==> config.mk <==
export PLATFORM = sky130hd
export DESIGN_NAME = tx_prbs31_data_generator
export DESIGN_NICKNAME = d
export VERILOG_FILES = /design/src/rtl/tx_prbs31_data_generator_pkg.sv /design/src/rtl/tx_prbs31_data_generator_prbs31_word_step.sv /design/src/rtl/tx_prbs31_data_generator.sv
export SDC_FILE = /design/constraint.sdc
export NUM_CORES = 1
export LEC_CHECK = 0
export CAP_MARGIN = 5
export CELL_PAD_IN_SITES_DETAIL_PLACEMENT = 1
export CELL_PAD_IN_SITES_GLOBAL_PLACEMENT = 2
export CORE_AREA = 10 10 170 172
export CTS_BUF_LIST = sky130_fd_sc_hd__clkbuf_4 sky130_fd_sc_hd__clkbuf_8 sky130_fd_sc_hd__clkbuf_16
export CTS_CLUSTER_DIAMETER = 30
export DETAILED_ROUTE_END_ITERATION = 10
export DIE_AREA = 0 0 180 182
export PLACE_DENSITY_LB_ADDON = 0.08
export SYNTH_ARGS = -nofsm -noshare
export SYNTH_HDL_FRONTEND = slang
export SYNTH_HIERARCHICAL = 1
export SYNTH_SLANG_ARGS = --single-unit
==> constraint.sdc <==
create_clock -name clock -period 13.6 [get_ports clock]
set_input_delay 2.72 -clock clock [delete_from_list [all_inputs] [get_ports clock]]
set_output_delay 2.72 -clock clock [all_outputs]
set_load 0.005 [all_outputs]
==> src/rtl/tx_prbs31_data_generator_pkg.sv <==
// Shared definitions for the transmit-side PRBS31 data generator.
//
// Contents:
//   - PRBS31 tap positions (s[n] = s[n-31] ^ s[n-28]) and word/state widths
//   - default seed and default periodic-injection period width
//   - inj_evt_t: the error-injection decision for one emitted word
//   - flip_count(): number of distinct bits flipped in one word
package tx_prbs31_data_generator_pkg;

  localparam int WORD_W  = 32;
  localparam int STATE_W = 31;
  localparam int PTR_W   = $clog2(WORD_W);

  // Recurrence taps, as distances back in time from the bit being produced.
  localparam int TAP_A = 31;
  localparam int TAP_B = 28;

  localparam logic [STATE_W-1:0] DEFAULT_SEED_C = 31'h7FFF_FFFF;
  localparam int                 INJ_PERIOD_W_C = 16;

  // Injection decision for the word emitted this cycle.
  typedef struct packed {
    logic              single_hit;    // pending single-shot flip consumed
    logic              periodic_hit;  // periodic counter reached N-1
    logic [WORD_W-1:0] mask;          // bits to invert in data_out
    logic [1:0]        flips;         // number of distinct bits inverted
  } inj_evt_t;

  // A single-shot flip always lands on bit 0; a periodic flip lands on ptr.
  // When both target bit 0 they collapse into one flipped bit.
  function automatic logic [1:0] flip_count(input logic             single_hit,
                                            input logic             periodic_hit,
                                            input logic [PTR_W-1:0] ptr);
    logic [1:0] n;
    n = {1'b0, single_hit};
    if (periodic_hit && !(single_hit && (ptr == '0))) begin
      n = n + 2'd1;
    end
    return n;
  endfunction

endpackage

==> src/rtl/tx_prbs31_data_generator_prbs31_word_step.sv <==
// prbs31_word_step: combinational one-word advance of the PRBS31 sequence.
//
// Ports:
//   state_i [30:0]  low 31 bits of the previous word (bit 30 earliest in time)
//   word_o  [31:0]  next word (bit 31 earliest in time, bit 0 latest)
//
// The window {state_i, word} is 63 bits: window bit 32+k is state_i[k] and
// window bit k is word[k]. Producing word bits from 31 down to 0 walks the
// sequence forward in time, so each bit only depends on bits already known.
module prbs31_word_step
  import tx_prbs31_data_generator_pkg::*;
(
  input  logic [STATE_W-1:0] state_i,
  output logic [WORD_W-1:0]  word_o
);

  logic [STATE_W+WORD_W-1:0] win;

  always_comb begin
    win                              = '0;
    win[STATE_W+WORD_W-1:WORD_W]     = state_i;
    for (int j = WORD_W - 1; j >= 0; j--) begin
      win[j] = win[j+TAP_A] ^ win[j+TAP_B];
    end
    word_o = win[WORD_W-1:0];
  end

endmodule

==> src/rtl/tx_prbs31_data_generator.sv <==
// tx_prbs31_data_generator: transmit-side PRBS31 word source with seed load,
// enable/hold and controlled bit-error injection.
//
// Ports:
//   clock          in   data clock, rising edge
//   reset_n        in   asynchronous active-low reset
//   enable         in   1 = emit one word this cycle, 0 = hold
//   seed_load      in   pulse; load seed (zero seed maps to DEFAULT_SEED)
//   seed [30:0]    in   seed value
//   inject_single  in   pulse; flip bit 0 of the next emitted word
//   inject_period  in   0 = off, N = flip one bit every N emitted words
//   clear          in   pulse; zero the injected-error counter
//   data_out [31:0] out PRBS31 word, bit 31 earliest in time
//   data_valid     out  data_out carries a new word this cycle
//   inj_count [63:0] out total bits flipped since reset/clear
//
// Handshake: data_valid is a one-cycle qualifier with no backpressure; a word
// is emitted on every edge where enable=1 and seed_load=0, and data_out holds
// its last value otherwise.
module tx_prbs31_data_generator
  import tx_prbs31_data_generator_pkg::*;
#(
  parameter logic [STATE_W-1:0] DEFAULT_SEED = DEFAULT_SEED_C,
  parameter int                 INJ_PERIOD_W = INJ_PERIOD_W_C
) (
  input  logic                    clock,
  input  logic                    reset_n,
  input  logic                    enable,
  input  logic                    seed_load,
  input  logic [STATE_W-1:0]      seed,
  input  logic                    inject_single,
  input  logic [INJ_PERIOD_W-1:0] inject_period,
  input  logic                    clear,
  output logic [WORD_W-1:0]       data_out,
  output logic                    data_valid,
  output logic [63:0]             inj_count
);

  // Registered state
  logic [STATE_W-1:0]      state_q, state_d;
  logic [WORD_W-1:0]       data_q, data_d;
  logic                    valid_q, valid_d;
  logic [63:0]             count_q, count_d;
  logic [INJ_PERIOD_W-1:0] period_cnt_q, period_cnt_d;
  logic [INJ_PERIOD_W-1:0] period_prev_q, period_prev_d;
  logic [PTR_W-1:0]        ptr_q, ptr_d;
  logic                    pending_q, pending_d;

  // Combinational helpers
  logic [WORD_W-1:0]       word;
  logic                    emit;
  logic                    period_changed;
  logic [INJ_PERIOD_W-1:0] period_eff;
  inj_evt_t                evt;

  prbs31_word_step u_word_step (
    .state_i (state_q),
    .word_o  (word)
  );

  // Injection decision. A new inject_period value restarts the count, and
  // the word emitted in that same cycle is counted as word 0 of the new
  // period.
  always_comb begin
    emit           = enable & ~seed_load;
    period_changed = (inject_period != period_prev_q);
    period_eff     = period_changed ? '0 : period_cnt_q;

    evt              = '0;
    evt.single_hit   = emit & pending_q;
    evt.periodic_hit = emit & (inject_period != '0) &
                       (period_eff == (inject_period - INJ_PERIOD_W'(1)));
    if (evt.single_hit) begin
      evt.mask[0] = 1'b1;
    end
    if (evt.periodic_hit) begin
      evt.mask[ptr_q] = 1'b1;
    end
    evt.flips = flip_count(evt.single_hit, evt.periodic_hit, ptr_q);
  end

  // Next-state logic
  always_comb begin
    state_d       = state_q;
    data_d        = data_q;
    valid_d       = 1'b0;
    count_d       = count_q;
    period_cnt_d  = period_eff;
    period_prev_d = inject_period;
    ptr_d         = ptr_q;
    pending_d     = pending_q | inject_single;

    if (seed_load) begin
      // Seed load wins over advance; the all-zero state would lock up.
      state_d = (seed == '0) ? DEFAULT_SEED : seed;
    end else if (enable) begin
      // Generator state always takes the clean word; injection only touches
      // the output copy.
      state_d = word[STATE_W-1:0];
      data_d  = word ^ evt.mask;
      valid_d = 1'b1;
      count_d = count_q + 64'(evt.flips);

      if (evt.periodic_hit) begin
        period_cnt_d = '0;
        ptr_d        = ptr_q + PTR_W'(1);
      end else if (inject_period != '0) begin
        period_cnt_d = period_eff + INJ_PERIOD_W'(1);
      end else begin
        period_cnt_d = '0;
      end

      // A pulse arriving while a flip is pending merges into that flip.
      if (evt.single_hit) begin
        pending_d = 1'b0;
      end
    end

    if (clear) begin
      count_d = '0;
    end
  end

  always_ff @(posedge clock or negedge reset_n) begin
    if (!reset_n) begin
      state_q       <= DEFAULT_SEED;
      data_q        <= '0;
      valid_q       <= 1'b0;
      count_q       <= '0;
      period_cnt_q  <= '0;
      period_prev_q <= '0;
      ptr_q         <= '0;
      pending_q     <= 1'b0;
    end else begin
      state_q       <= state_d;
      data_q        <= data_d;
      valid_q       <= valid_d;
      count_q       <= count_d;
      period_cnt_q  <= period_cnt_d;
      period_prev_q <= period_prev_d;
      ptr_q         <= ptr_d;
      pending_q     <= pending_d;
    end
  end

  assign data_out   = data_q;
  assign data_valid = valid_q;
  assign inj_count  = count_q;

endmodule

==> flow_summary.yaml, run 1 <==
power:
  p_comb_share_pct: 19.6
  netSwitchingFraction_pct: 29.6
  switchingPower_mw: 0.390
  leakagePower_nw: 4.57
  seqPwrFrac_pct: 44.2
  p_int_mw: 0.929
  p_per_area_nw_per_um2: 114
  ir_drop_mv: 0.0623
  power_frac_clock_pct: 36.2
timing:
  hold_viol: 0
  setup_violations: 0
  tightest_slew_ns: 1.08
  min_period_ns: 8.29
  max_freq_ghz: 0.121
  rsz0062_at_grt: "false"
  min_period_over_period_pct: 60.9
  slew_headroom_pct: 27.5
  slew_violations: 0
  setup-tns-final_ns: 0
  fin_skew_ns: 0.0127
cells_and_area:
  drive_gt1_share_pct: 10.6
  fill_cells: 2894
  layout_common_cells: "clkdlybuf4s50_1, xor2_1, dfrtp_1"
  final_common_cell: "clkdlybuf4s50_1"
  synthToLayoutAreaGrowth_pct: 24.8
  post-route-util_pct: 45.3
  seq_area_um2: 4190
  final_nets: 1130
  diodes: 0
  multiInputGateArea_um2: 4820
critical_path:
  cp_top_family: "simple AND/OR/NAND/NOR gates"
  r2r-start: "period_prev_q[12]"
  path_buf_inv: 2
  cp_slowest_stage_delay_ns: 0.81
  cp-end-kind: "register"
  cp.required_ns: 13.95
  r2r-end: "inj_count[57]"
  slowest_stage: "nor4_4"
  path_cells: "clkdlybuf4s50_1 -> nor4_4 -> nand2_1 -> nor3_1 -> xnor2_1 -> or4_1 -> a32oi_2 -> buf_4 -> and4b_1 -> ha_1 -> ha_1 -> a21oi_1 -> nor2_1 -> nand2b_1 -> nor3_1 -> and2_1 -> nand3_1 -> or3_1 -> a21oi_1"
  path_class: "input port to register"
  cp_max_fo: 37
  cp-start-kind: "input port"
  crit_arrival_ns: 8.63
  r2r_cells: 17
  rrSetupSlack_ns: 8.09
synth:
  synth_top_family_by_area: "simple AND/OR/NAND/NOR gates"
  synthDistinctLibCells: 57
  synth_seq_area_share_pct: 45.1
  yosysTopAreaCell: "dfrtp_1"
  synthFlopType: "dfrtp_1"
  async_flop_share_pct: 100
  yosys_warnings: 6
  synth_edf_count: 0
  netlist_area_um2: 9300
  synth_top_area_share_pct: 36.3
  synthAdderAreaFrac_pct: 1.56
  synth_fp_nets: 1011
  avgSynthCellArea_um2: 9.82
  ys_ff_latch: 166
  muxShareOfSynthArea_pct: 4.09
  yosys.area_share.simple_pct: 20.8
  syn_inst: 947
  synth_xor_area_share_pct: 16.8
  synth_compound_area_share_pct: 8.52
  synthTopCellsByArea: "dfrtp_1, xor2_1, dfstp_2"
drt:
  drc_errors: 0
  drt_iter0_markers: 419
  vias: 7400
  wl_per_cell_um: 19.4
  drtPass1Iterations: 4
  vias_per_cell: 5.23
  finalWirelength_um: 27500
  ant_nets: 0
worst_hold_path:
  min-delay-start: "data_out[11]"
  min_path_type: "register to register"
  holdPathEnd: "data_out[11]"
  whs_path_depth: 2
placed_design:
  dpl.hpwl_um: 20000
  io_buffers: 149
  place.gp.congestion: 0.802
clocking:
  hold_buffers: 0
  cts_max_path_buffers: 2
  clk_pin_slew_ns: 0.07
  postCtsSetupBuffers: 0
  cts_buffers: 17
  clkLatencyLatePin_ns: 0.43
  clock_sinks: 166
  post_cts_resized: 0
  cts_tree: "yes"
  htreeDepth: 4
  root_buffer: "clkbuf_16"
global_route:
  antenna_found_initial: 0
  grt_pass1_vias: 7814
  busiest_layer: "met2"
  gr-total-overflow: 0
  grtUsageTotal_pct: 16.6
  grtUsageMet1_pct: 21.7
  gr-usage-met3_pct: 3.00
  use_met2_pct: 27.8
  grt_max_degree: 74
  grt_pass1_wl_um: 44300
floorplanning:
  die_w_um: 180
  floorplan.die_area_um2: 32800
  initial_core_util_pct: 36.3
  die_y_um: 182
  core_um2: 25600
  rows: 59
  ios: 150
job:
  maxCapViolCount: 0
run_status:
  outcome: "complete, no violations"
## worst max-delay path by stage
stage	from	end	slack [ns]	cells past startpoint
after floorplan	inject_period[2]	inj_count[56]	6.40	22
after global placement	inject_period[2]	inj_count[56]	5.04	20
after detailed placement	inject_period[2]	inj_count[57]	4.89	19
after CTS	inject_period[2]	inj_count[57]	5.32	19
after global routing	inject_period[2]	inj_count[57]	4.63	19
final	inject_period[2]	inj_count[57]	5.31	19
## stage by stage
step / setup WS (ns) / cell area, µm² / power [mW] / std cells / hold slack, ns
2_1_floorplan: 6.40 / 9300 / 0.722 / 947 / 0.473
3_3_place_gp: 5.04 / 11000 / 0.853 / 1382 / 0.467
3_5_place_dp: 4.89 / 11000 / 0.857 / 1382 / 0.473
4_1_cts: 5.32 / 11600 / 1.34 / 1414 / 0.491
5_1_grt: 4.63 / 11600 / 1.39 / 1414 / 0.510
6_report: 5.31 / 11600 / 1.32 / 1414 / 0.486
## layer usage
metal	part of all wire, %	wire length [µm]
met5	0	0
met4	1.2	332
met3	2.7	753
met2	49	13400
met1	47	12900
## worst min-delay path, delay by kind of cell, from the launching register on
family	cells	cell delay (ns)
DFF	1	0.34
and+or+nand+nor	1	0.05
AOI/OAI and AO/OA	1	0.06
## power groups by stage
stage                     logic [mW]  clock network (mW)  registers [mW]
after global placement         0.261                   0           0.592
after global routing           0.285               0.516           0.589
final                          0.259               0.477           0.583
after detailed placement       0.264                   0           0.593
after CTS                      0.265               0.493           0.584
after floorplan                0.135                   0           0.587
## sequential cells by signal, indices dropped and copies added, names as in the netlist
name           count
ptr_q              5
data_valid         1
inj_count         64
pending_q          1
data_out          32
period_cnt_q      16
period_prev_q     16
state_q           31
## final cells by class
cell class / instances / share of cell area (%)
Timing Repair Buffer: 158 / 13.4
Tap cell: 335 / 3.61
Clock buffer: 18 / 3.73
Sequential cell: 166 / 36.1
Inverter: 13 / 0.421
Clock inverter: 14 / 1.16
Multi-Input combinational cell: 710 / 41.5
## synth_stat cells (all sizes together), types with 2 or more instances
cell / number
a211oi: 2
a21oi: 16
a32o: 2
and2: 7
and3: 18
and3b: 3
and4: 7
buf: 17
clkbuf: 41
dfrtp: 135
dfstp: 31
ha: 10
inv: 13
mux2: 32
mux2i: 2
nand2: 86
nand2b: 5
nand3: 31
nand3b: 5
nand4: 56
nand4b: 4
nor2: 99
nor2b: 5
nor3: 10
nor3b: 7
nor4: 18
o2111ai: 2
o211ai: 4
o21ai: 48
o22a: 31
o22ai: 2
or3: 5
or4: 5
xnor2: 29
xor2: 141
xor3: 3
## logic make-up after synthesis
family / after synthesis
fa+ha+maj: 11
compound gates: 118
flops: 166
buf+inv: 71
mux: 34
xor+xnor: 173
simple gates: 374
No activity file was read; power rests on OpenSTA's default activity.
==> inputs of run 2 (changes only) <==
CORE_AREA = 10 10 185 187   (was 10 10 170 172)
DIE_AREA = 0 0 195 197   (was 0 0 180 182)
clock period = 6.8 ns   (was 13.6 ns; I/O delays follow)
==> run 2 against run 1 <==
Utilization is 6.5 points lower. Design area is 1.8% higher. Power is 100% higher. Via count is 0.70% lower. Sequential share of layout area is 0.65 points lower. Worst hold slack hardly changed. Clock skew is 0.0012 ns higher. Critical endpoint is now inj_count[56]. Largest cell class unchanged. Largest power group unchanged. Highest routed layer unchanged.
==> flow_summary.yaml, run 2 (synthesized netlist as in run 1, its figures left out) <==
timing:
  min_period_over_period_pct: 87.8
  setup_violations: 0
  max_freq_ghz: 0.168
  min_period_ns: 5.97
  tightest_slew_ns: 1.00
  rsz0062_at_grt: "false"
  setup-tns-final_ns: 0
  fin_skew_ns: 0.0138
  hold_viol: 0
  fin_hold_ws_ns: 0.486
  slew_violations: 0
  slew_headroom_pct: 33.2
drt:
  ant_nets: 0
  wl_per_cell_um: 19.2
  vias: 7348
  drtPass1Iterations: 4
  finalWirelength_um: 28700
  vias_per_cell: 4.91
  drc_errors: 0
  drt_iter0_markers: 322
power:
  leakagePower_nw: 4.67
  p_per_area_nw_per_um2: 223
  netSwitchingFraction_pct: 29.6
  p_total_mw: 2.63
  p_comb_share_pct: 19.8
  ir_drop_mv: 0.160
  switchingPower_mw: 0.779
  power_frac_clock_pct: 35.8
  p_int_mw: 1.85
  seqPwrFrac_pct: 44.4
clocking:
  hold_buffers: 0
  clkLatencyLatePin_ns: 0.44
  clock_sinks: 166
  cts_buffers: 17
  postCtsSetupBuffers: 0
  clk_pin_slew_ns: 0.07
  cts_tree: "yes"
  post_cts_resized: 0
  htreeDepth: 4
  cts_max_path_buffers: 2
  root_buffer: "clkbuf_16"
critical_path:
  cp.required_ns: 7.09
  crit_arrival_ns: 6.26
  path_class: "input port to register"
  r2r_cells: 18
  cp_max_fo: 15
  cp-end-kind: "register"
  rrSetupSlack_ns: 2.11
  r2r-start: "period_prev_q[8]"
  r2r-end: "inj_count[56]"
  cp-start-kind: "input port"
global_route:
  grt_pass1_wl_um: 46700
  grtUsageTotal_pct: 15.0
  antenna_found_initial: 0
  grt_max_degree: 97
  grt_pass1_vias: 8003
  gr-total-overflow: 0
floorplanning:
  ios: 150
  die_y_um: 197
  initial_core_util_pct: 30.6
  die_w_um: 195
  rows: 64
  core_um2: 30400
  floorplan.die_area_um2: 38400
run_status:
  outcome: "complete, no violations"
worst_hold_path:
  min-delay-start: "data_out[11]"
  holdPathEnd: "data_out[11]"
  min_path_type: "register to register"
  whs_path_depth: 2
placed_design:
  io_buffers: 149
  dpl.hpwl_um: 21100
  place.gp.congestion: 0.746
cells_and_area:
  synthToLayoutAreaGrowth_pct: 27.1
  final_nets: 1151
  largest_register_ffs: 64
  diodes: 0
  drive_gt1_share_pct: 12.4
  final_common_cell: "clkdlybuf4s50_1"
  layout_common_cells: "clkdlybuf4s50_1, xor2_1, dfrtp_1"
job:
  maxCapViolCount: 0
## run 2: critical path, stage by stage
cell and delay, ns:
clkdlybuf4s50_1 0.64, nor4_4 0.40, buf_4 0.25, nand4b_1 0.13, xnor2_1 0.32, xor2_1 0.10
or4_1 0.43, a32oi_2 0.26, and4b_1 0.25, ha_1 0.13, ha_1 0.18, fa_1 0.19
and3_1 0.21, nand2b_1 0.08, or3_1 0.42, nor2_1 0.15, and2_1 0.36, nand4_1 0.16
xor2_1 0.15, nor2_1 0.05
## run 2: power by group through the flow
| stage | combinational, mW | sequential (mW) | clock [mW] |
|---|---|---|---|
| floorplan | 0.270 | 1.17 | 0 |
| global placement | 0.529 | 1.19 | 0 |
| detailed placement | 0.532 | 1.19 | 0 |
| CTS | 0.536 | 1.17 | 0.972 |
| global route | 0.577 | 1.18 | 1.02 |
| finish | 0.521 | 1.17 | 0.943 |
## run 2: stage by stage
step | utilization [%] | cells | worst slack, ns | instance area (µm²)
final | 38.8 | 1496 | 0.831 | 11800
after global routing | 38.8 | 1496 | 0.385 | 11800
after CTS | 38.8 | 1496 | 0.833 | 11800
after detailed placement | 37.0 | 1464 | 0.400 | 11300
after global placement | 37.0 | 1464 | 0.448 | 11300
after floorplan | - | 947 | 0.960 | 9300
## run 2: routing by layer
metal / global-route usage (%) / part of all wire [%] / vias to the layer above
met1: 19.5 / 47 / 3631
met4: 3.14 / 0.74 / 0
met5: 0 / 0 / -
li1: - / - / 3593
met3: 3.05 / 3.3 / 16
met2: 25.2 / 49 / 108
## run 2: cell type report
| class | count | area, µm² |
|---|---|---|
| Fill cell | 3442 | 18600 |
| Multi-Input combinational cell | 710 | 4820 |
| Sequential cell | 166 | 4190 |
| Timing Repair Buffer | 179 | 1710 |
| Tap cell | 396 | 495 |
| Clock buffer | 18 | 433 |
| Clock inverter | 14 | 115 |
| Inverter | 13 | 48.8 |
## run 2: worst max path at each step
stage                           from            end  slack, ns  depth (start not counted)
floorplan           inject_period[2]  inj_count[56]       0.96                         22
global placement    inject_period[2]  inj_count[56]       0.45                         19
detailed placement  inject_period[2]  inj_count[56]       0.40                         20
CTS                 inject_period[2]  inj_count[56]       0.83                         20
global route        inject_period[2]  inj_count[56]       0.38                         20
finish              inject_period[2]  inj_count[56]       0.83                         20
==> inputs of run 3 (changes only) <==
CORE_AREA = 2 2 177 179   (was 10 10 185 187)
DIE_AREA = 0 0 179 181   (was 0 0 195 197)
==> run 3 against run 2 <==
Global-route usage is 2.4 points higher. Fmax up 0.95%. Design area is 0.69% higher. Non-clock buffer count grew 1. Wire length decreased by 5.0%. Sequential power is essentially flat. Setup slack improved by 0.056 ns. Count of clock-buffer cells in the layout grew 1. Critical endpoint is now inj_count[58]. Highest routed layer unchanged.
==> flow_summary.yaml, run 3 (synthesized netlist as in run 1, its figures left out) <==
placed_design:
  place.gp.congestion: 0.774
  post-place-cells: 1465
  dpl.hpwl_um: 19600
  io_buffers: 149
  placed_area_um2: 11300
critical_path:
  path_class: "input port to register"
  crit_arrival_ns: 6.20
  cp-end-kind: "register"
  cp-start-kind: "input port"
  slowest_stage: "clkdlybuf4s50_1"
  path_buf_inv: 1
  cp.required_ns: 7.09
  cp_max_fo: 11
  path_cells: "clkdlybuf4s50_1 -> xor2_1 -> nor4_1 -> and4_1 -> o211ai_1 -> a22o_1 -> nor3_1 -> and4b_1 -> ha_1 -> ha_1 -> fa_1 -> and3_1 -> nand2b_1 -> or3_1 -> nor2_1 -> and2_1 -> nand3_1 -> xor2_1 -> nor2_1"
  cp_slowest_stage_delay_ns: 0.69
  cp_top_family: "simple AND/OR/NAND/NOR gates"
clocking:
  hold_buffers: 0
  postCtsSetupBuffers: 0
  cts_max_path_buffers: 2
  root_buffer: "clkbuf_16"
  clk_pin_slew_ns: 0.07
  post_cts_resized: 0
  cts_tree: "yes"
  clock_sinks: 166
  cts_buffers: 17
  clkLatencyLatePin_ns: 0.44
  htreeDepth: 4
drt:
  drtPass1Iterations: 4
  wl_per_cell_um: 18.2
  drc_errors: 0
  vias: 7338
  finalWirelength_um: 27200
  drt_iter0_markers: 322
  ant_nets: 0
  vias_per_cell: 4.90
cells_and_area:
  synthToLayoutAreaGrowth_pct: 28.0
  final_common_cell: "clkdlybuf4s50_1"
  final_cells: 1497
  drive_gt1_share_pct: 12.4
  largest_register_ffs: 64
  final_nets: 1152
  diodes: 0
  post-route-util_pct: 39.2
  fin_area_um2: 11900
  layout_common_cells: "clkdlybuf4s50_1, xor2_1, dfrtp_1"
floorplanning:
  core_um2: 30300
  rows: 64
  die_w_um: 179
  floorplan.die_area_um2: 32400
  die_y_um: 181
  initial_core_util_pct: 30.6
  ios: 150
timing:
  min_period_ns: 5.91
  max_freq_ghz: 0.169
  slew_violations: 0
  slew_headroom_pct: 37.2
  tightest_slew_ns: 0.942
  hold_viol: 0
  rsz0062_at_grt: "false"
  setup_violations: 0
  setup-tns-final_ns: 0
  fin_skew_ns: 0.00943
  min_period_over_period_pct: 87.0
job:
  maxCapViolCount: 0
global_route:
  grt_max_degree: 79
  antenna_found_initial: 0
  grtUsageTotal_pct: 17.4
  grt_pass1_vias: 7717
  grt_pass1_wl_um: 44200
  gr-total-overflow: 0
run_status:
  outcome: "complete, no violations"
power:
  ir_drop_mv: 0.166
  p_total_mw: 2.73
  p_per_area_nw_per_um2: 229
  leakagePower_nw: 4.71
worst_hold_path:
  min_path_type: "register to register"
## run 3: changes by cell type in the layout (fill, tap and decap cells not counted), sizes merged
cell    change
inv         -3
clkinv      -1
buf         +1
clkbuf      +1
bufinv      +3
## run 3: path summary, 6_finish.rpt
check | from | endpoint | slack [ns] | cells past startpoint
setup / recovery | inject_period[8] | inj_count[58] | 0.89 | 19
hold / removal | data_out[13] | data_out[13] | 0.48 | 2
setup reg to reg | period_prev_q[8] | inj_count[58] | 2.09 | 18
hold reg to reg | data_out[13] | data_out[13] | 0.48 | 2
max in group asynchronous | reset_n | data_out[20] | 4.45 | 2
min in group asynchronous | reset_n | period_prev_q[8] | 0.94 | 1
## run 3: tightest hold or removal path, cell delays in order, from the launching register on
cell	delay, ns
dfrtp_1	0.34
nand2_1	0.05
o21ai_1	0.06
## run 3: area by class of cell
type | count | area (µm²)
Inverter | 13 | 48.8
Clock inverter | 13 | 169
Sequential cell | 166 | 4190
Fill cell | 3413 | 18500
Multi-Input combinational cell | 710 | 4820
Tap cell | 396 | 495
Timing Repair Buffer | 180 | 1720
Clock buffer | 19 | 453
## run 3: power breakdown
group	switching, mW	total (mW)	internal [mW]
Sequential	0.0715	1.17	1.10
Clock	0.443	1.05	0.603
Combinational	0.239	0.513	0.275
## run 3: stage by stage
step,setup slack [ns],hold slack (ns)
final,0.887,0.484
after global routing,0.370,0.511
after floorplan,0.960,0.473
after global placement,0.442,0.469
after CTS,0.787,0.490
after detailed placement,0.386,0.475
## run 3: routing by layer
layer	up-vias	part of all wire (%)	GRT usage (%)
li1	3591	-	-
met3	11	2.7	2.97
met4	0	0.66	3.22
met2	106	49	29.0
met1	3630	48	23.8
met5	-	0	0
